==> src/rtl/adder_pkg.sv <==
// adder_pkg: shared state encoding and parameter legality check for the digit-serial adder
package adder_pkg;

   typedef enum logic [1:0] {
      IDLE = 2'b00,
      RUN  = 2'b01,
      DONE = 2'b10
   } state_t;

   function automatic bit params_ok(input int width, input int digit);
      return width >= 2 && digit >= 1 && digit < width && (width % digit) == 0;
   endfunction

endpackage

==> src/rtl/nand_full_adder.sv <==
// nand_full_adder: one-bit full adder built from nine 2-input NAND gates
module nand_full_adder (
   input  logic x,
   input  logic y,
   input  logic ci,
   output logic s,
   output logic co
);

   logic n1, n2, n3, n4, n5, n6, n7;

   assign n1 = ~(x & y);
   assign n2 = ~(x & n1);
   assign n3 = ~(y & n1);
   assign n4 = ~(n2 & n3);
   assign n5 = ~(n4 & ci);
   assign n6 = ~(n4 & n5);
   assign n7 = ~(ci & n5);
   assign s  = ~(n6 & n7);
   assign co = ~(n5 & n1);

endmodule

==> src/rtl/digit_serial_adder.sv <==
// digit_serial_adder: multi-cycle add/subtract of WIDTH-bit operands, DIGIT bits per clock
module digit_serial_adder
   import adder_pkg::*;
#(
   parameter int WIDTH = 8,
   parameter int DIGIT = 1
) (
   input  logic             clk,
   input  logic             rst,
   input  logic             start,
   input  logic             sub,
   input  logic [WIDTH-1:0] a,
   input  logic [WIDTH-1:0] b,
   input  logic             cin,
   output logic             busy,
   output logic             done,
   output logic [WIDTH-1:0] sum,
   output logic             cout
);

   localparam int N  = WIDTH / DIGIT;
   localparam int CW = (N > 1) ? $clog2(N) : 1;

   if (!params_ok(WIDTH, DIGIT)) begin : g_bad_params
      $fatal(1, "digit_serial_adder: DIGIT must divide WIDTH, DIGIT < WIDTH, WIDTH >= 2");
   end

   state_t             state, state_n;
   logic [CW-1:0]      count;
   logic [WIDTH-1:0]   a_sr, b_sr, sum_r;
   logic               carry;
   logic [DIGIT-1:0]   ds;
   logic [DIGIT:0]     dc;
   logic               accept, last;

   assign dc[0] = carry;

   for (genvar i = 0; i < DIGIT; i++) begin : g_slice
      nand_full_adder u_fa (
         .x  (a_sr[i]),
         .y  (b_sr[i]),
         .ci (dc[i]),
         .s  (ds[i]),
         .co (dc[i+1])
      );
   end

   assign accept = (state != RUN) && start;
   assign last   = count == CW'(N - 1);

   // next state: RUN lasts exactly N digit edges; start only honoured outside RUN
   always_comb begin
      state_n = state;
      state_n = (state == RUN) ? (last ? DONE : RUN) : (start ? RUN : IDLE);
   end

   // state register
   always_ff @(posedge clk or posedge rst) begin
      if (rst) state <= IDLE;
      else     state <= state_n;
   end

   // datapath: load operands on accept, then shift one digit per RUN edge into sum from the MSB end
   always_ff @(posedge clk or posedge rst) begin
      if (rst) begin
         a_sr  <= '0;
         b_sr  <= '0;
         sum_r <= '0;
         carry <= 1'b0;
         count <= '0;
      end else if (accept) begin
         a_sr  <= a;
         b_sr  <= sub ? ~b : b;
         sum_r <= '0;
         carry <= sub ? 1'b1 : cin;
         count <= '0;
      end else if (state == RUN) begin
         a_sr  <= a_sr >> DIGIT;
         b_sr  <= b_sr >> DIGIT;
         sum_r <= {ds, sum_r[WIDTH-1:DIGIT]};
         carry <= dc[DIGIT];
         count <= count + 1'b1;
      end
   end

   assign busy = state == RUN;
   assign done = state == DONE;
   assign sum  = sum_r;
   assign cout = carry;

endmodule

==> config.mk <==
export PLATFORM = sky130hd
export DESIGN_NAME = digit_serial_adder
export DESIGN_NICKNAME = d
export VERILOG_FILES = /design/src/rtl/adder_pkg.sv /design/src/rtl/nand_full_adder.sv /design/src/rtl/digit_serial_adder.sv
export SDC_FILE = /design/constraint.sdc
export NUM_CORES = 1
export LEC_CHECK = 0
export ABC_AREA = 0
export CORE_MARGIN = 3
export CORE_UTILIZATION = 26
export CTS_BUF_LIST = sky130_fd_sc_hd__clkbuf_4
export DETAILED_ROUTE_END_ITERATION = 7
export SYNTH_ARGS = -nofsm -noshare
export SYNTH_HDL_FRONTEND = slang
export SYNTH_SLANG_ARGS = --single-unit
==> constraint.sdc <==
create_clock -name clk -period 1.5 [get_ports clk]
set_clock_uncertainty 0.2 [all_clocks]
set_input_delay 0.225 -clock clk [delete_from_list [all_inputs] [get_ports clk]]
set_output_delay 0.225 -clock clk [all_outputs]
set_load 0.05 [all_outputs]
==> results.rst, run 1 <==
.. list-table::
   :header-rows: 1

   * - Metric
     - Value
   * - Hold_buf cts
     - 0
   * - Reported leakage power
     - 0.9638 nW
   * - Total length of routed wires
     - 2771 um
   * - Power consumption
     - 0.003957 W
   * - Worst slew slack as a fraction of its limit
     - 0.8999
   * - Largest voltage drop on the vdd net
     - 676.3 uV
   * - Number of global-route vias before repair
     - 1067
   * - Clock-pin transition on the worst setup and hold timing paths
     - 0.10 ns
   * - Initial Utilization
     - 0.2757
   * - FF+latch count, synth
     - 30
   * - Syn Nets
     - 163
   * - Gpl congestion
     - 0.6838
   * - Worst slack, placed
     - -0.1030 ns
   * - CTS Sinks
     - 30
   * - Setup crit end kind
     - output port
   * - FILL cells
     - 513
   * - Netlist area before placement
     - 1444 um2
   * - Vias per cell
     - 4.238
   * - Number of antenna violations at the first check in global routing
     - 0
   * - Drt pass-1 iters
     - 4
   * - Post-layout worst setup margin
     - 0.02376 ns
   * - Number of maximum-capacitance violations
     - 0
   * - Latest clock arrival within the worst-skew pair
     - 0.32 ns
   * - Time the final worst path needs with I/O delays and setup
     - 1.476 ns
   * - DRC viols
     - 0
   * - Power density over cell area
     - 1905 nW/um2
   * - Max-slew violation total from the final report
     - 0
   * - Ports
     - 32
   * - Clock root buffer
     - sky130_fd_sc_hd__clkbuf_4
   * - Total number of nets in the final design
     - 201
   * - Warnings from Yosys
     - 0
   * - Endpoint of the lowest-slack register-to-register path
     - sum[7]
   * - Worst R2R Path Depth
     - 3
   * - Worst Hold Margin
     - 0.02041 ns
   * - Crit path arrival time
     - 1.05 ns
   * - Hold violation total from the final report
     - 0
   * - Bufs on Longest Clock Path
     - 2
   * - CP top delay family
     - flip-flops
   * - # setup viols final
     - 0
   * - Antenna-violating nets left
     - 0
   * - Std cell rows
     - 26
   * - Gr usage total
     - 0.09674
   * - Classification of the worst-slack hold path
     - in2async
   * - Slack of the worst reg-to-reg path
     - 0.12 ns
   * - Clock tree from TritonCTS
     - built
   * - Total CTS buffers
     - 5
   * - Sequential cell area fraction in the yosys report
     - 0.5199
   * - HPWL after detailed placement
     - 1982 um
   * - Post-layout utilization of the core
     - 0.3966
   * - Result of the run
     - finished, final reports clean
   * - Count of unique library cells instantiated by Yosys
     - 24
   * - Crit path buffers/inverters
     - 1
   * - DRC violation total after the first TritonRoute iteration
     - 52
   * - Remaining global-route overflow
     - 0
   * - Crit path launch type
     - register
   * - Worst reg2reg path startpoint
     - cout
   * - Antenna Diode Count
     - 0
   * - CTS H-Tree Depth
     - 2
   * - Layout cell share with drive strength beyond 1
     - 0.1910
   * - Critical Path Slowest Stage Cell
     - sky130_fd_sc_hd__dfrtp_1
   * - Die outline area
     - 6483 um2
   * - Cell chain of the critical path
     - nor2b_2, buf_12
   * - Number of cells produced by synthesis
     - 139
   * - Kind of critical path
     - reg2out
   * - Die Span Y
     - 80.52 um
   * - Synthesized area per cell
     - 10.39 um2
   * - Avg WL per Cell
     - 11.17 um
   * - Area growth syn-to-layout
     - 43.85%
   * - Maximum number of pins on one net before global-route repair
     - 31
   * - Largest fanout of any net on the critical path
     - 2
   * - Worst EP required
     - 1.07 ns
   * - Worst-Margin Slew
     - 0.1459 ns
   * - Number of port buffers
     - 31
   * - Std-Cell Core Area
     - 5238 um2
   * - Crit path largest cell delay
     - 0.42 ns
   * - Final worst path period share
     - 0.9842
   * - Maximum operating frequency
     - 677.4 MHz
   * - Die span in x
     - 80.52 um
   * - Global-route wire length before repair
     - 4809 um
   * - Unrepaired setup endpoints after global routing
     - true
   * - Vias after detailed routing
     - 1051
-- cell usage in the layout (no fill, tap or decap), drive strengths merged, types with 2 or more instances in the layout --
cell type	synthesis	final
nand3b	10	10
xor2	7	7
o21ai	17	17
clkbuf	1	8
ha	2	2
clkdlybuf4s50	0	20
dfrtp	30	30
mux2i	15	15
buf	8	20
nor2	3	3
nand2	32	32
inv	5	4
-- cells by family (layout without fill, tap and decap cells) --
logic type      after synthesis  after routing  synth area share
buf+inv                      14             53           0.05545
xor+xnor                      8              8           0.04853
flops                        30             30            0.5199
fa+ha+maj                     3              3           0.03119
compound gates               19             19           0.06672
mux                          16             16            0.1118
simple gates                 49             49            0.1664
-- cells in the mapped netlist --
cell / count / area, um2
sky130_fd_sc_hd__nand2_1: 32 / 120.1
sky130_fd_sc_hd__dfrtp_1: 30 / 750.7
sky130_fd_sc_hd__mux2i_1: 15 / 150.1
sky130_fd_sc_hd__o21ai_1: 12 / 60.06
sky130_fd_sc_hd__nand3b_1: 10 / 75.07
sky130_fd_sc_hd__xor2_1: 7 / 61.31
sky130_fd_sc_hd__o21ai_0: 5 / 25.02
sky130_fd_sc_hd__buf_2: 4 / 20.02
sky130_fd_sc_hd__inv_1: 4 / 15.01
sky130_fd_sc_hd__nor2_1: 3 / 11.26
sky130_fd_sc_hd__buf_4: 2 / 15.01
sky130_fd_sc_hd__buf_6: 2 / 22.52
sky130_fd_sc_hd__ha_1: 2 / 25.02
sky130_fd_sc_hd__a21oi_1: 1 / 5.000
sky130_fd_sc_hd__and2_1: 1 / 6.260
sky130_fd_sc_hd__clkbuf_1: 1 / 3.750
sky130_fd_sc_hd__fa_1: 1 / 20.02
sky130_fd_sc_hd__inv_2: 1 / 3.750
sky130_fd_sc_hd__mux2_2: 1 / 11.26
sky130_fd_sc_hd__nand2b_4: 1 / 13.76
sky130_fd_sc_hd__nor2b_1: 1 / 6.260
sky130_fd_sc_hd__nor3b_1: 1 / 7.510
sky130_fd_sc_hd__o22ai_1: 1 / 6.260
sky130_fd_sc_hd__xnor2_1: 1 / 8.760
-- layout make-up --
class                   count  area (um2)  share of cell area
clock buffers               8       60.06             0.02892
repair buffers             40       538.0              0.2590
well taps                  70       87.58             0.04217
flip-flops and latches     30       752.0              0.3620
inverters                   5       23.77             0.01145
multi-input cells          95       615.6              0.2964
-- timing repair --
action / in CTS / in global routing
endpoints found under the setup margin: 2 / 2
setup buffers: 1 / 0
cloned: 0 / 0
gates resized for setup: 2 / 1
-- per-layer routing --
metal  global-route usage  routed length, um  vias up  part of all wire
li1                     -                  -      532                 -
met2               0.1490               1255       22              0.45
met1               0.1274               1327      495              0.48
met4              0.02027                 17        0            0.0061
met5                    0                  0        -                 0
met3              0.03924                170        2             0.061
-- state kept, by name (all words and copies together), names as in the netlist --
register,flops
a_sr,8
count,3
sum,8
state,2
b_sr,8
cout,1
-- tightest hold or removal path, delay by kind of cell --
family                 cells  cell delay, ns
buffers and inverters      3            0.68
-- worst max-delay path by stage --
stage / from / endpoint / slack [ns] / depth (start not counted)
after global routing: state[0] / done / -0.04 / 2
after CTS: state[0] / done / -0.003 / 2
after floorplan: cout / sum[7] / 0.009 / 3
after global placement: start / count[0] / -0.09 / 4
after detailed placement: start / count[0] / -0.10 / 4
final: state[0] / done / 0.02 / 2
-- where the power goes --
| part | internal [W] | switching (W) | total [W] | leakage, nW |
|---|---|---|---|---|
| clock network | 0.000241 | 0.000266 | 0.000506 | 0.0368 |
| registers | 0.00115 | 0.000260 | 0.00141 | 0.386 |
| logic | 0.000958 | 0.00108 | 0.00204 | 0.541 |
| total | 0.00235 | 0.00161 | 0.00396 | 0.964 |
-- metrics by stage --
stage / setup TNS, ns / cells / area, um2
2_1_floorplan: 0 / 139 / 1448
3_3_place_gp: -0.8004 / 239 / 2004
3_5_place_dp: -1.244 / 239 / 2004
4_1_cts: -0.003378 / 248 / 2077
5_1_grt: -0.05253 / 248 / 2077
6_report: 0 / 248 / 2077
Power figures use the tool's default switching activity.
==> run 2: changes to the inputs <==
--- a/config.mk
+++ b/config.mk
@@ -7,9 +7,10 @@
 export LEC_CHECK = 0
 export ABC_AREA = 0
 export CORE_MARGIN = 3
-export CORE_UTILIZATION = 26
+export CORE_UTILIZATION = 50
 export CTS_BUF_LIST = sky130_fd_sc_hd__clkbuf_4
 export DETAILED_ROUTE_END_ITERATION = 7
+export PLACE_DENSITY = 0.79
 export SYNTH_ARGS = -nofsm -noshare
 export SYNTH_HDL_FRONTEND = slang
 export SYNTH_SLANG_ARGS = --single-unit
==> run 2 against run 1 <==
Combinational power is essentially flat; largest power group unchanged; worst hold slack lost 0.0040 ns; count of clock-buffer cells in the layout shrank 1; register-to-register slack lost 0.03 ns; final cell count shrank 16%; non-clock buffer count grew 2; power grew 0.50%; via count grew 3.2%; critical path type unchanged; clock power shrank 4.7%; worst setup slack lost 0.017 ns; routed wire length grew 5.3%.
==> results.rst, run 2 (synthesis results as in run 1) <==
.. list-table::
   :header-rows: 1

   * - Metric
     - Value
   * - Vias after detailed routing
     - 1085 (was 1051)
   * - Post-layout utilization of the core
     - 0.7716 (was 0.3966)
   * - Total CTS buffers
     - 5 (unchanged)
   * - Total number of nets in the final design
     - 203 (was 201)
   * - Classification of the worst-slack hold path
     - in2async (unchanged)
   * - Final worst path period share
     - 0.9956 (was 0.9842)
   * - Routed met1 length
     - 1240 um (was 1327 um)
   * - CP top delay family
     - flip-flops (unchanged)
   * - Ports
     - 32 (unchanged)
   * - Number of port buffers
     - 31 (unchanged)
   * - Most frequent cells in the layout
     - sky130_fd_sc_hd__nand2_1, sky130_fd_sc_hd__dfrtp_1, sky130_fd_sc_hd__clkdlybuf4s50_1 (unchanged)
   * - DRC viols
     - 0 (unchanged)
   * - Gpl congestion
     - 0.6933 (was 0.6838)
   * - Antenna-violating nets left
     - 0 (unchanged)
   * - # setup viols final
     - 0 (unchanged)
   * - Power consumption
     - 0.003977 W (was 0.003957 W)
   * - Global-route wire length before repair
     - 4912 um (was 4809 um)
   * - Number of antenna violations at the first check in global routing
     - 0 (unchanged)
   * - Crit path arrival time
     - 1.07 ns (was 1.05 ns)
   * - HPWL after detailed placement
     - 2122 um (was 1982 um)
   * - Maximum operating frequency
     - 669.6 MHz (was 677.4 MHz)
   * - Critical Path Slowest Stage Cell
     - sky130_fd_sc_hd__dfrtp_1 (unchanged)
   * - Layout cell share with drive strength beyond 1
     - 0.1955 (was 0.1910)
   * - CTS H-Tree Depth
     - 2 (unchanged)
   * - Largest voltage drop on the vdd net
     - 1947 uV (was 676.3 uV)
   * - Clock tree from TritonCTS
     - built (unchanged)
   * - Std cell rows
     - 18 (was 26)
   * - Reported leakage power
     - 0.9624 nW (was 0.9638 nW)
   * - Die span in x
     - 59.74 um (was 80.52 um)
   * - Total length of routed met2 wires
     - 1479 um (was 1255 um)
   * - Worst reg2reg path startpoint
     - state[1] (was cout)
   * - Latest clock arrival within the worst-skew pair
     - 0.33 ns (was 0.32 ns)
   * - Clock-pin transition on the worst setup and hold timing paths
     - 0.09 ns (was 0.10 ns)
   * - Time the final worst path needs with I/O delays and setup
     - 1.493 ns (was 1.476 ns)
   * - Hold violation total from the final report
     - 0 (unchanged)
   * - Total length of routed wires
     - 2919 um (was 2771 um)
   * - Die outline area
     - 3568 um2 (was 6483 um2)
   * - Result of the run
     - finished, final reports clean (unchanged)
   * - Met3 Wirelength
     - 142 um (was 170 um)
   * - Post-layout worst setup margin
     - 0.006634 ns (was 0.02376 ns)
   * - CTS Sinks
     - 30 (unchanged)
   * - DRC violation total after the first TritonRoute iteration
     - 34 (was 52)
   * - Worst R2R Path Depth
     - 5 (was 3)
   * - Unrepaired setup endpoints after global routing
     - true (unchanged)
   * - Antenna Diode Count
     - 0 (unchanged)
   * - Slack of the worst reg-to-reg path
     - 0.09 ns (was 0.12 ns)
   * - Crit path largest cell delay
     - 0.42 ns (about the same)
   * - Maximum number of pins on one net before global-route repair
     - 31 (unchanged)
   * - Drt pass-1 iters
     - 4 (unchanged)
   * - Worst EP required
     - 1.07 ns (about the same)
   * - Max-slew violation total from the final report
     - 0 (unchanged)
   * - Number of global-route vias before repair
     - 1090 (was 1067)
   * - Cell chain of the critical path
     - nor2b_2, buf_12 (unchanged)
   * - Worst-Margin Slew
     - 0.1759 ns (was 0.1459 ns)
   * - Finished Cell Area
     - 2016 um2 (was 2077 um2)
   * - Std-Cell Core Area
     - 2613 um2 (was 5238 um2)
   * - Kind of critical path
     - reg2out (unchanged)
   * - Crit path launch type
     - register (unchanged)
   * - Area growth syn-to-layout
     - 39.60% (was 43.85%)
   * - Remaining global-route overflow
     - 0 (unchanged)
   * - Die Span Y
     - 59.74 um (was 80.52 um)
   * - Largest fanout of any net on the critical path
     - 2 (unchanged)
   * - Bufs on Longest Clock Path
     - 2 (unchanged)
   * - Setup TNS Final
     - 0 ns (unchanged)
   * - Area after DPL
     - 1937 um2 (was 2004 um2)
   * - Vias per cell
     - 5.191 (was 4.238)
   * - Initial Utilization
     - 0.5527 (was 0.2757)
   * - Number of maximum-capacitance violations
     - 0 (unchanged)
   * - Clock root buffer
     - sky130_fd_sc_hd__clkbuf_4 (unchanged)
   * - Crit path buffers/inverters
     - 1 (unchanged)
   * - Worst slack, placed
     - -0.1026 ns (was -0.1030 ns)
   * - Endpoint of the lowest-slack register-to-register path
     - count[0] (was sum[7])
   * - Setup crit end kind
     - output port (unchanged)
   * - Gr usage total
     - 0.1911 (was 0.09674)
   * - Worst slew slack as a fraction of its limit
     - 0.8794 (was 0.8999)
   * - Power density over cell area
     - 1973 nW/um2 (was 1905 nW/um2)
   * - Leading cell type in the layout, fill and taps excluded
     - sky130_fd_sc_hd__nand2_1 (unchanged)
   * - Avg WL per Cell
     - 13.97 um (was 11.17 um)
   * - Top metal layer carrying routed signals
     - met4 (unchanged)
## run 2: layout make-up
| type | count | area [um2] |
|---|---|---|
| fillers | 179 | 596.8 |
| multi-input cells | 95 | 615.6 |
| clock buffers | 7 | 52.55 |
| inverters | 5 | 26.28 |
| flip-flops and latches | 30 | 752.0 |
| well taps | 30 | 37.54 |
| repair buffers | 42 | 531.8 |
## run 2: routing by layer
layer  vias up  GRT usage
met2        22     0.3148
met4         0    0.07595
met5         -          0
met1       520     0.2230
li1        537          -
met3         6    0.07343
## run 2: worst reg2reg max path, cell delays in order (launching register included)
cell and delay, ns:
sky130_fd_sc_hd__dfrtp_1 0.38, sky130_fd_sc_hd__nand2b_4 0.17, sky130_fd_sc_hd__inv_8 0.06, sky130_fd_sc_hd__buf_4 0.17, sky130_fd_sc_hd__nor2_1 0.07, sky130_fd_sc_hd__mux2_2 0.26
## run 2: worst max path at each step
stage	startpoint	end	slack (ns)	cells past startpoint
final	state[0]	done	0.007	2
after global routing	state[0]	done	-0.05	2
after CTS	state[1]	busy	-0.02	3
after detailed placement	start	b_sr[4]	-0.10	4
after global placement	start	b_sr[3]	-0.04	4
after floorplan	cout	sum[7]	0.009	3
## run 2: stage by stage
| step | hold slack (ns) | instances |
|---|---|---|
| 2_1_floorplan | 0.1157 | 139 |
| 3_3_place_gp | 0.2647 | 200 |
| 3_5_place_dp | 0.2698 | 200 |
| 4_1_cts | 0.01272 | 209 |
| 5_1_grt | 0.04561 | 209 |
| 6_report | 0.01638 | 209 |
## run 2: what timing repair did
action                                  CTS  global route
resized for setup                         3             1
endpoints found under the setup margin    2             5
buffers inserted                          2             0
endpoints found under the hold margin     0             0
hold buffers                              0             0
## run 2: where the power goes
group          switching, W  internal (W)  total (W)
logic               0.00111      0.000952    0.00207
clock network      0.000269      0.000213   0.000482
registers          0.000277       0.00115    0.00143
